### config.mk
export PLATFORM = sky130hd
export DESIGN_NAME = instr_encoder
export DESIGN_NICKNAME = d
export VERILOG_FILES = /design/src/rtl/instr_encoder.sv
export SDC_FILE = /design/constraint.sdc
export NUM_CORES = 1
export LEC_CHECK = 0
export ABC_AREA = 1
export ABC_CLOCK_PERIOD_IN_PS = 2170
export CAP_MARGIN = 20
export CORE_MARGIN = 2
export CORE_UTILIZATION = 45
export DETAILED_ROUTE_END_ITERATION = 6
export HOLD_SLACK_MARGIN = 0.1
export PLACE_DENSITY_LB_ADDON = 0.12
export SETUP_SLACK_MARGIN = 0.2
export SLEW_MARGIN = 25
export SYNTH_ARGS = -nofsm -noshare
export SYNTH_HDL_FRONTEND = slang
export SYNTH_SLANG_ARGS = --single-unit
export TNS_END_PERCENT = 100
### constraint.sdc
create_clock -name Clk -period 2.17 [get_ports Clk]
set_input_delay 0.434 -clock Clk [delete_from_list [all_inputs] [get_ports Clk]]
set_output_delay 0.434 -clock Clk [all_outputs]
set_load 0.01 [all_outputs]
### src/rtl/instr_encoder.sv
// Encoder/issuer for the 9-bit ISA. It turns {op, mode, operand} requests into machine words
// and inserts SETMODE words ahead of mode-dependent ops. Optional macro: ENC_MODE_TRACK_EN.
//
// state     | meaning
// IDLE      | accepting requests whenever the output slot is free
// EMIT_MODE | SETMODE pending, waiting for the slot to free
// EMIT_OP   | SETMODE loaded, held op word goes out next
// HALT      | DONE issued, only Reset leaves
module instr_encoder #(
  parameter logic [7:0] MODE_DEP_MASK = 8'b0001_1111,
  parameter int         COUNT_W       = 16
) (
  input  logic               Clk,
  input  logic               Reset,
  input  logic               ReqValid,
  output logic               ReqReady,
  input  logic [2:0]         ReqOp,
  input  logic [1:0]         ReqMode,
  input  logic [5:0]         ReqOperand,
  output logic               InstValid,
  input  logic               InstReady,
  output logic [8:0]         Instruction,
  output logic               Halted,
  output logic               Err,
  output logic [COUNT_W-1:0] InstCount
);

  localparam logic [2:0] OP_SETMODE = 3'b110;
  localparam logic [2:0] OP_DONE    = 3'b111;

  typedef enum logic [1:0] {IDLE, EMIT_MODE, EMIT_OP, HALT} state_t;

  state_t             state, state_nxt;
  logic [8:0]         hold_word, hold_word_nxt;
  logic [1:0]         hold_mode, hold_mode_nxt;
  logic [1:0]         cur_mode, cur_mode_nxt;
  logic               mode_known, mode_known_nxt;
  logic               err_nxt;
  logic               load;
  logic [8:0]         load_word;
  logic               slot_free;
  logic               needs_setmode;

  assign slot_free     = !InstValid || InstReady;
  assign needs_setmode = MODE_DEP_MASK[ReqOp] && (!mode_known || (cur_mode != ReqMode));
  assign Halted        = (state == HALT);

  always_comb begin
    state_nxt      = state;
    hold_word_nxt  = hold_word;
    hold_mode_nxt  = hold_mode;
    cur_mode_nxt   = cur_mode;
    mode_known_nxt = mode_known;
    err_nxt        = 1'b0;
    load           = 1'b0;
    load_word      = Instruction;
    ReqReady       = 1'b0;
    case (state)
      IDLE: begin
        ReqReady = slot_free;
        if (ReqValid && slot_free) begin
          if (ReqOp == OP_SETMODE) begin
            err_nxt = 1'b1;
          end else if (ReqOp == OP_DONE) begin
            load      = 1'b1;
            load_word = {OP_DONE, 6'b0};
            state_nxt = HALT;
          end else if (needs_setmode) begin
            hold_word_nxt = {ReqOp, ReqOperand};
            hold_mode_nxt = ReqMode;
            cur_mode_nxt  = ReqMode;
`ifdef ENC_MODE_TRACK_EN
            mode_known_nxt = 1'b1;
`endif
            // Accept implies a free slot, so SETMODE normally loads at once.
            if (slot_free) begin
              load      = 1'b1;
              load_word = {OP_SETMODE, 4'b0, ReqMode};
              state_nxt = EMIT_OP;
            end else begin
              state_nxt = EMIT_MODE;
            end
          end else begin
            load      = 1'b1;
            load_word = {ReqOp, ReqOperand};
          end
        end
      end
      EMIT_MODE: begin
        if (slot_free) begin
          load      = 1'b1;
          load_word = {OP_SETMODE, 4'b0, hold_mode};
          state_nxt = EMIT_OP;
        end
      end
      EMIT_OP: begin
        if (slot_free) begin
          load      = 1'b1;
          load_word = hold_word;
          state_nxt = IDLE;
        end
      end
      HALT: begin
        state_nxt = HALT;
      end
      default: state_nxt = IDLE;
    endcase
  end

  always_ff @(posedge Clk) begin
    if (Reset) begin
      state       <= IDLE;
      hold_word   <= 9'h000;
      hold_mode   <= 2'b00;
      cur_mode    <= 2'b00;
      mode_known  <= 1'b0;
      Err         <= 1'b0;
      InstValid   <= 1'b0;
      Instruction <= 9'h000;
      InstCount   <= '0;
    end else begin
      state      <= state_nxt;
      hold_word  <= hold_word_nxt;
      hold_mode  <= hold_mode_nxt;
      cur_mode   <= cur_mode_nxt;
      mode_known <= mode_known_nxt;
      Err        <= err_nxt;
      if (load) begin
        InstValid   <= 1'b1;
        Instruction <= load_word;
      end else if (InstReady) begin
        InstValid <= 1'b0;
      end
      if (InstValid && InstReady) begin
        InstCount <= InstCount + {{(COUNT_W-1){1'b0}}, 1'b1};
      end
    end
  end

endmodule

## Word-level counts from Yosys, hierarchy flattened

Memory sizes are Yosys's and may differ from the RTL's.
Cells that the tools add are included.

| word-level totals | value |
|---|---|
| bits in registers | 40 |
| bits in read-only memories | 8 |
| input bits | 15 |
| memories | 1 |

| operators by class | value |
|---|---|
| add/sub/neg operators | 1 |
| $lt $le $gt $ge | 1 |
| equal/unequal tests | 11 |
| multiplexer cells | 27 |
| bitwise operators | 4 |
| reduce and logical (&&, ||, !) cells | 12 |

Memories:

| name | words | bits a word | read ports | clocked after Yosys merged registers in | write ports | RTL line | RTL |
|---|---|---|---|---|---|---|---|
| (name not given) | 8 | 1 | 1 | 0 | 0 | 45 | `assign needs_setmode = MODE_DEP_MASK[ReqOp] && (!mode_known \|\| (cur_mode != ReqMode));` |

Operators with widths:

| cell | count |
|---|---|
| two-way mux 9 bit | 7 |
| case mux 9 bit (3 select lines) | 1 |
| adder 16 x 1 -> 16 bit, second input constant | 1 |
| two-way mux 2 bit | 7 |
| two-way mux 1 bit | 10 |
| AND reduction 5 bit | 2 |
| != test 2 bit, second input constant | 4 |
| case mux 2 bit (4 select lines) | 1 |
| AND reduction 7 bit | 1 |
| == test 3 bit, second input constant | 2 |
| == test 2 bit, second input constant | 2 |
| less-than comparator 3 x 4 -> 1 bit, second input constant | 1 |
| != test 4 bit, second input constant | 1 |
| NOT 1 bit | 4 |
| != test 3 bit, second input constant | 1 |
| nonzero test 3 bit | 1 |
| OR reduction 3 bit | 1 |
| == test 2 x 1 -> 1 bit, second input constant | 1 |
| logical AND 1 bit | 2 |
| logical NOT 2 bit | 1 |
| case mux 1 bit (2 select lines) | 1 |
| nonzero test 2 bit | 1 |
| OR reduction 2 bit | 1 |
| logical NOT 1 bit | 1 |
| logical OR 1 bit | 1 |

## Longest topological paths before layout

Gate-level depths: netlist of run 1.

| depth | value |
|---|---|
| depth in word-level cells | 9 |
| gate-level depth with buffers | 11 |

## Least setup slack after synthesis of run 1

Ideal clock, no wire load.

| timing path | value |
|---|---|
| kind | flip-flop to flip-flop |
| start | register state[0] |
| end | register hold_word[4] |
| library setup time | 119 ps |
| data arrival time | 1416 ps |
| required time | 2051 ps |
| path slack | 635 ps |
| cell stages (with the launch flop) | 9 |
| buffers on the path | 1 |
| cell sequence | dfxtp_1 > inv_1 > ha_1 > nand3_4 > nor2_2 > inv_2 > buf_2 > o21ai_0 > a21oi_1 |

| on the way | value |
|---|---|
| cells in the longest elaborated chain, start to end | 2 |

RTL lines:

| element | RTL line | RTL |
|---|---|---|
| start, declared | 33 | `state_t state, state_nxt;` |
| start signal, assigned | 122 | `state <= state_nxt;` |
| logical NOT 2 bit | 58 | `case (state)` |
| AND reduction 5 bit (no source line) | n/a |  |
| end signal, assigned | 123 | `hold_word <= hold_word_nxt;` |
| end, declared | 34 | `logic [8:0] hold_word, hold_word_nxt;` |

No other way between the ends.
A chain may end at the register's enable or synchronous reset.

## Final worst setup path of run 1

| timing path | value |
|---|---|
| start | register state[0] |
| end | output port ReqReady |

| on the way | value |
|---|---|
| cells in the longest elaborated chain, start to end | 2 |

RTL lines:

| element | RTL line | RTL |
|---|---|---|
| logical NOT 2 bit | 58 |  |
| two-way mux 1 bit | 58 |  |
| end, declared | 16 | `output logic ReqReady,` |

No other way between the ends.

==> results by group, run 1 <==
Detailed routing
  • Via count: 1919
  • DRC viols: 0
  • Routed Antenna Nets: 0
  • Pre-antenna DRT Iters: 4
  • DRT iter0 DRCs: 96
  • Final WL: 4380 um
  • Mean routed wirelength per cell: 10.8 um
  • Via/cell ratio: 4.75

Final layout
  • Post-route insts no fill: 404
  • Nets: 371
  • Area grow syn2layout: 31.0%
  • Final core utilization: 0.610
  • Multi-input logic area: 995 um2
  • Filler cells: 417
  • Layout cells sized above 1: 0.0767
  • Ant diodes: 0
  • FF+latch area: 801 um2

Timing
  • Relative slew slack: 0.614
  • Fmax: 546 MHz
  • Max Clock Skew: 0.00756 ns
  • Final count of negative-setup-slack endpoints: 0
  • Setup tns final: 0 ns
  • Clock period minus final worst setup slack: 1.83 ns
  • RSZ-0062 raised after global routing: no
  • Max-slew violations: 0
  • Worst hold slack: 0.457 ns
  • Final hold vios: 0
  • Final period utilization: 0.844
  • Worst-margin pin slew: 0.575 ns
  • Setup ws final: 0.338 ns

Setup path
  • Required @ worst endpoint: 1.74 ns
  • Type of origin of the critical path: flop
  • Crit-path max FO: 4
  • CP Capture Type: output pin
  • Data arrival, critical path: 1.40 ns
  • Worst Path Class, Setup: flop to output pin

Placement
  • PortBufs: 43
  • Dpl hpwl: 3200 um
  • Routability Congestion: 0.794
  • # placed instances: 396
  • Worst slack at placement: 0.110 ns

GRT
  • Vias in the first global route: 1836
  • Initial antenna violation count: 0
  • Largest net degree at the start of global routing: 33
  • First-pass GRT wire length: 7810 um
  • GRT overflow: 0
  • GRT Util Overall: 0.192

Synthesis
  • Top cells by area, synth: dfxtp_1 (40%), nand2_1 (12%), inv_1 (9.6%), nor2_1 (8.9%), o21ai_0 (5.9%)
  • Mean Syn Cell Area: 6.73 um2
  • Yosys cell types: 26
  • Most frequent cells after synthesis: nand2_1 (63), inv_1 (52), nor2_1 (48)
  • Mapped Area: 0.00203 mm2
  • EDFF count, synth: 0
  • Area leader, netlist: dfxtp_1
  • Seq/Total Area, Yosys: 0.395
  • Register bit total from synthesis: 40
  • Most common cell in the netlist: nand2_1
  • Cells after synthesis: 301
  • Synth top area share: 0.395
  • Commonest register cell after synthesis: dfxtp_1
  • Ys async rst share: 0
  • Synthesis Warnings: 0
  • Syn nets: 321

Floorplanning
  • # IOs: 44
  • Die Ht: 71.1 um
  • Die area: 0.00506 mm2
  • Core Region: 0.00435 mm2
  • Std-Cell Rows: 24
  • Initial Utilization: 0.466
  • Die X: 71.1 um

Clocking
  • Clk Latency, worst-skew pair: 0.29 ns
  • TritonCTS clock tree: done
  • Post-CTS Setup Inserts: 0
  • Hold-fix buffers, CTS: 0
  • Worst-path clk slew: 0.08 ns
  • Clock Root Buffer: clkbuf_8
  • Clock Sinks: 40
  • CTS Buffer Depth: 2
  • Post-CTS sizing: 1
  • CTS Buf Count: 5
  • H-tree depth: 2

Min path
  • Hold Path Class: flop to flop

Pwr
  • Maximum vdd ir drop: 647 uV
  • Pleak: 1.17 nW
  • Power per standard cell area: 1130 mW/mm2

Run status
  • Status: completed

Job
  • Max-cap viol count: 0
cells in the final DEF (no fill, tap or decap), types with 2 or more instances in the layout:
cell type,instances
a21oi_1,21
a31oi_1,2
a32oi_1,2
buf_4,6
clkbuf_8,6
clkdlybuf4s50_1,42
dfxtp_1,40
ha_1,5
inv_1,52
nand2_1,63
nand2_2,3
nand3_1,9
nand3_2,2
nand4_1,7
nor2_1,48
nor2_2,3
nor3_1,5
o21ai_0,24
xor2_1,2
state kept, by name (all words and copies together), names as in the netlist:
register     cells
Err              1
cur_mode         2
Instruction      9
InstValid        1
InstCount       16
hold_word        9
state            2
worst max-delay path, stage by stage, from the launching register on:
cell           delay [ns]
dfxtp_1              0.38
inv_1                0.09
ha_1                 0.21
inv_1                0.10
nor2_1               0.05
dlygate4sd2_1        0.28
through the flow:
| step | power, mW | area, um2 |
|---|---|---|
| floorplan | 1.91 | 2030 |
| global placement | 2.36 | 2530 |
| detailed placement | 2.38 | 2530 |
| CTS | 3.03 | 2660 |
| global route | 3.26 | 2660 |
| finish | 3.00 | 2660 |
final cells by class:
cell class | count | share of cell area
multi-input combinational | 202 | 0.375
sequential | 40 | 0.302
timing repair buffer | 49 | 0.179
inverter | 53 | 0.0749
clock buffer | 6 | 0.0311
tap | 52 | 0.0245
clock inverter | 2 | 0.0146
final timing paths:
check | start | to | slack [ns] | depth (start not counted)
worst max-delay path | state[0] | ReqReady | 0.34 | 5
worst min-delay path | hold_word[2] | hold_word[2] | 0.46 | 2
worst max register to register | state[0] | Instruction[0] | 0.42 | 9
worst min register to register | hold_word[2] | hold_word[2] | 0.46 | 2
cell families after synthesis:
kind of cell             after synthesis  synth area share
AO/OA/AOI/OAI                         52             0.141
XOR/XNOR                               2           0.00864
adder cells (fa/ha/maj)                5            0.0309
buffers and inverters                 59             0.114
flip-flops                            40             0.395
AND/OR/NAND/NOR                      143             0.310
where the power goes:
part | internal (mW) | total [mW] | switching, mW
clock network | 0.376 | 0.647 | 0.271
logic | 0.577 | 1.36 | 0.778
registers | 0.898 | 0.997 | 0.0990
layer usage:
layer  GRT usage  vias to the layer above  share of wire
li1            -                     1046              -
met1       0.229                      834           0.47
met2       0.342                       33           0.48
met3      0.0456                        6          0.031
met4      0.0566                        0          0.014
met5           0                        -              0
No activity file was read; power rests on OpenSTA's default activity.
==> run 2: changes to the inputs <==
- ABC_CLOCK_PERIOD_IN_PS: 2170 -> 1900
- clock period: 2.17 -> 1.9 ns (I/O delays scaled with it)
==> results by group, run 2 (synthesized netlist as in run 1, its figures left out) <==
Run status
  • Status: completed

Floorplanning
  • Die X: 71.1 um (unchanged)
  • Die area: 0.00506 mm2 (unchanged)
  • Initial Utilization: 0.466 (unchanged)
  • Core Region: 0.00435 mm2 (unchanged)
  • Die Ht: 71.1 um (unchanged)
  • Std-Cell Rows: 24 (unchanged)
  • # IOs: 44 (unchanged)

Timing
  • Relative slew slack: 0.610 (-0.00346)
  • Clock period minus final worst setup slack: 1.64 ns
  • Setup ws final: 0.258 ns (-0.0801 ns)
  • Final period utilization: 0.864
  • Final hold vios: 0 (unchanged)
  • Worst-margin pin slew: 0.580 ns (+0.00516 ns)
  • RSZ-0062 raised after global routing: no
  • Worst hold slack: 0.448 ns (-0.00869 ns)
  • Max Clock Skew: 0.00565 ns (-0.00191 ns)
  • Final count of negative-setup-slack endpoints: 0 (unchanged)
  • Max-slew violations: 0 (unchanged)
  • Fmax: 609 MHz
  • Setup tns final: 0 ns (unchanged)

Final layout
  • Filler cells: 408 (-2.2%)
  • Final core utilization: 0.635 (+0.0250)
  • Post-route insts no fill: 415 (+2.7%)
  • Ant diodes: 0 (unchanged)
  • Commonest non-fill, non-tap cell in the layout: nand2_1
  • Most frequent cells in the layout: nand2_1 (63), inv_1 (51), nor2_1 (48), clkdlybuf4s50_1 (41), dfxtp_1 (35)
  • Area grow syn2layout: 36.4%
  • Biggest register: InstCount
  • Nets: 382 (+3.0%)
  • Final instance area: 0.00276 mm2 (+4.1%)
  • Layout cells sized above 1: 0.129 (+0.0528)
  • Max FFs per register: 16 (unchanged)
  • Largest registers: InstCount (16), Instruction (9), hold_word (9)

Pwr
  • Power per standard cell area: 1290 mW/mm2 (+14%)
  • Total Power: 3.57 mW (+19%)
  • Maximum vdd ir drop: 760 uV (+18%)
  • Pleak: 1.22 nW (+4.9%)

Placement
  • # placed instances: 407 (+2.8%)
  • PortBufs: 43 (unchanged)
  • Worst slack at placement: -0.0483 ns (-0.159 ns)
  • Placed cell area: 0.00264 mm2 (+4.2%)
  • Dpl hpwl: 3240 um (+1.3%)
  • Routability Congestion: 0.888 (+12%)

Clocking
  • TritonCTS clock tree: done
  • H-tree depth: 2 (unchanged)
  • Clock Sinks: 40 (unchanged)
  • Worst-path clk slew: 0.08 ns (about the same)
  • Clk Latency, worst-skew pair: 0.30 ns (about the same)
  • Post-CTS Setup Inserts: 0 (unchanged)
  • CTS Buffer Depth: 2 (unchanged)
  • Hold-fix buffers, CTS: 0 (unchanged)
  • CTS Buf Count: 5 (unchanged)
  • Clock Root Buffer: clkbuf_8

Setup path
  • Required @ worst endpoint: 1.52 ns (-0.22 ns)
  • Worst Path Class, Setup: flop to output pin
  • Data arrival, critical path: 1.26 ns (-0.14 ns)
  • Crit-path slowest cell: clkdlybuf4s50_1
  • CP top delay family: buffers and inverters
  • CP bufs+invs: 1 (-2)
  • CP Capture Type: output pin
  • Critical Path, Cell by Cell: clkdlybuf4s50_1
  • Crit-path max FO: 5 (+1)
  • Type of origin of the critical path: flop
  • Crit path largest cell delay: 0.56 ns (+0.18 ns)

Detailed routing
  • Mean routed wirelength per cell: 10.7 um (-1.7%)
  • DRC viols: 0 (unchanged)
  • Pre-antenna DRT Iters: 4 (unchanged)
  • Via count: 1987 (+3.5%)
  • Routed Antenna Nets: 0 (unchanged)
  • Via/cell ratio: 4.79 (+0.80%)
  • Final WL: 4420 um (+0.98%)
  • DRT iter0 DRCs: 63 (-34%)

GRT
  • GRT Util Overall: 0.184 (-0.00815)
  • Vias in the first global route: 1764 (-3.9%)
  • Largest net degree at the start of global routing: 33 (unchanged)
  • GRT overflow: 0 (unchanged)
  • Initial antenna violation count: 0 (unchanged)
  • First-pass GRT wire length: 7400 um (-5.3%)

Min path
  • Hold Path Class: flop to flop

Job
  • Max-cap viol count: 0 (unchanged)
==> run 2: changes by cell type in the layout (fill, tap and decap cells not counted), moves of 2 or more <==
cell	change
buf_4	+9
dfxtp_1	-5
dfxtp_2	+5
buf_12	+2
ha_1	-2
ha_2	+2
==> run 2: path summary, 6_finish.rpt <==
kind,start,slack (ns),endpoint,cells past startpoint
max reg2reg,state[1],0.35,hold_word[7],9
max,InstCount[7],0.26,InstCount[7],1
min reg2reg,hold_word[2],0.45,hold_word[2],2
min,hold_word[2],0.45,hold_word[2],2
==> run 2: what timing repair did <==
item | CTS | global route
gates cloned | 0 | 0
gates resized for setup | 6 | 8
pin swaps | 0 | 0
hold endpoints to repair | 0 | 0
setup endpoints to repair | 3 | 8
==> run 2: layout make-up <==
class	count	area [um2]	area share
Clock buffer	5	68.8	0.0249
Clock inverter	3	42.5	0.0154
Inverter	53	199	0.0720
Multi-Input combinational cell	202	1000	0.364
Sequential cell	40	807	0.292
Tap cell	52	65.1	0.0235
Timing Repair Buffer	60	577	0.209
==> run 2: routing by layer <==
layer  track usage  up-vias  share of wire
li1              -     1063              -
met1         0.226      880           0.47
met2         0.305       38           0.47
met3        0.0484        6          0.039
met4        0.0755        0          0.016
met5             0        -              0
==> run 2: power by group <==
group	internal, mW	total, mW	switching [mW]
combinational	0.792	1.71	0.918
clock	0.389	0.713	0.324
sequential	1.03	1.15	0.115
==> run 3: changes to the inputs <==
- CORE_MARGIN: 2 -> 1.5
==> results by group, run 3 (synthesized netlist as in run 1, its figures left out) <==
Timing
  • Clock period minus final worst setup slack: 1.65 ns (+0.00776 ns)
  • Setup tns final: 0 ns (unchanged)
  • RSZ-0062 raised after global routing: yes
  • Fmax: 606 MHz (-0.47%)
  • Max Clock Skew: 0.00303 ns (-0.00262 ns)
  • Max-slew violations: 0 (unchanged)
  • Relative slew slack: 0.611 (+0.00123)
  • Final count of negative-setup-slack endpoints: 0 (unchanged)
  • Worst-margin pin slew: 0.578 ns (-0.00183 ns)
  • Final period utilization: 0.868 (+0.00408)
  • Final hold vios: 0 (unchanged)

Final layout
  • Biggest register: InstCount
  • Layout cells sized above 1: 0.136 (+0.00626)
  • Filler cells: 387 (-5.1%)
  • FF+latch area: 807 um2 (unchanged)
  • Max FFs per register: 16 (unchanged)
  • Largest registers: InstCount (16), Instruction (9), hold_word (9)
  • Nets: 380 (-0.52%)
  • Most frequent cells in the layout: nand2_1 (62), inv_1 (51), nor2_1 (46), clkdlybuf4s50_1 (41), dfxtp_1 (35)
  • Ant diodes: 0 (unchanged)
  • Final core utilization: 0.638 (+0.00345)
  • Post-route insts no fill: 413 (-0.48%)
  • Multi-input logic area: 0.00102 mm2 (+2.0%)
  • Commonest non-fill, non-tap cell in the layout: nand2_1
  • Area grow syn2layout: 37.1%

Floorplanning
  • # IOs: 44 (unchanged)
  • Die area: 0.00492 mm2 (-2.8%)
  • Std-Cell Rows: 24 (unchanged)
  • Initial Utilization: 0.466 (unchanged)
  • Core Region: 0.00435 mm2 (unchanged)
  • Die Ht: 70.1 um (-1.4%)
  • Die X: 70.1 um (-1.4%)

Setup path
  • Type of origin of the critical path: flop
  • CP bufs+invs: 1 (unchanged)
  • Crit-path slowest cell: clkdlybuf4s50_1
  • Critical Path, Cell by Cell: clkdlybuf4s50_1
  • Data arrival, critical path: 1.27 ns (about the same)
  • Crit-path max FO: 5 (unchanged)
  • CP Capture Type: output pin
  • CP top delay family: buffers and inverters
  • Worst Path Class, Setup: flop to output pin
  • Required @ worst endpoint: 1.52 ns (about the same)
  • Crit path largest cell delay: 0.56 ns (about the same)

Detailed routing
  • Routed Antenna Nets: 0 (unchanged)
  • Final WL: 4550 um (+2.9%)
  • Pre-antenna DRT Iters: 4 (unchanged)
  • DRT iter0 DRCs: 83 (+32%)
  • Mean routed wirelength per cell: 11.0 um (+3.4%)
  • Via count: 1976 (-0.55%)
  • DRC viols: 0 (unchanged)
  • Via/cell ratio: 4.78 (about the same)

Clocking
  • Post-CTS Setup Inserts: 0 (unchanged)
  • CTS Buffer Depth: 2 (unchanged)
  • H-tree depth: 2 (unchanged)
  • CTS Buf Count: 5 (unchanged)
  • Worst-path clk slew: 0.08 ns (about the same)
  • TritonCTS clock tree: done
  • Clock Root Buffer: clkbuf_8
  • Clock Sinks: 40 (unchanged)
  • Clk Latency, worst-skew pair: 0.29 ns (about the same)

GRT
  • Largest net degree at the start of global routing: 33 (unchanged)
  • Vias in the first global route: 1759 (-0.28%)
  • GRT Util Overall: 0.195 (+0.0111)
  • GRT overflow: 0 (unchanged)
  • Initial antenna violation count: 0 (unchanged)
  • First-pass GRT wire length: 7630 um (+3.2%)

Run status
  • Status: completed

Placement
  • Dpl hpwl: 3240 um (-0.12%)
  • PortBufs: 43 (unchanged)
  • Routability Congestion: 0.829 (-6.7%)
  • # placed instances: 405 (-0.49%)

Pwr
  • Pleak: 1.23 nW (+0.30%)
  • Total Power: 3.61 mW (+1.0%)
  • Power per standard cell area: 1300 mW/mm2 (+0.46%)
  • Maximum vdd ir drop: 611 uV (-20%)

Min path
  • Hold Path Class: flop to flop

Job
  • Max-cap viol count: 0 (unchanged)
run 3: repair_timing:
item	in CTS	in global routing
hold buffers	0	0
resized for setup	5	14
setup endpoints to repair	2	15
run 3: path summary, 6_finish.rpt:
path	endpoint	cells after the start	slack, ns	startpoint
worst max register to register	Instruction[0]	9	0.33	state[0]
worst min register to register	hold_word[3]	2	0.45	hold_word[3]
worst max-delay path	InstCount[7]	1	0.25	InstCount[7]
worst min-delay path	hold_word[3]	2	0.45	hold_word[3]
run 3: cell type report:
| type | count | area share |
|---|---|---|
| clock buffers | 6 | 0.0297 |
| clock inverters | 2 | 0.0140 |
| inverters | 53 | 0.0716 |
| multi-input cells | 202 | 0.369 |
| flip-flops and latches | 40 | 0.290 |
| well taps | 52 | 0.0234 |
| repair buffers | 58 | 0.202 |
run 3: power breakdown:
group	switching (mW)	leakage (nW)	internal [mW]	total, mW
registers	0.115	0.328	1.03	1.15
logic	0.941	0.838	0.777	1.72
clock network	0.311	0.0614	0.430	0.741
total	1.37	1.23	2.24	3.61
run 3: stage by stage:
stage / instance area [um2] / setup slack [ns] / hold slack [ns]
floorplan: 2030 / 0.365 / 0.425
global placement: 2630 / -0.0430 / 0.435
detailed placement: 2630 / -0.0493 / 0.440
CTS: 2750 / 0.178 / 0.452
global route: 2780 / 0.191 / 0.477
finish: 2780 / 0.250 / 0.450
run 3: layer usage:
| layer | vias up | GRT usage | wire length [um] |
|---|---|---|---|
| met5 | - | 0 | 0 |
| met4 | 0 | 0.0897 | 72 |
| met3 | 8 | 0.0447 | 140 |
| met2 | 34 | 0.341 | 2210 |
| met1 | 868 | 0.224 | 2120 |
| li1 | 1066 | - | - |
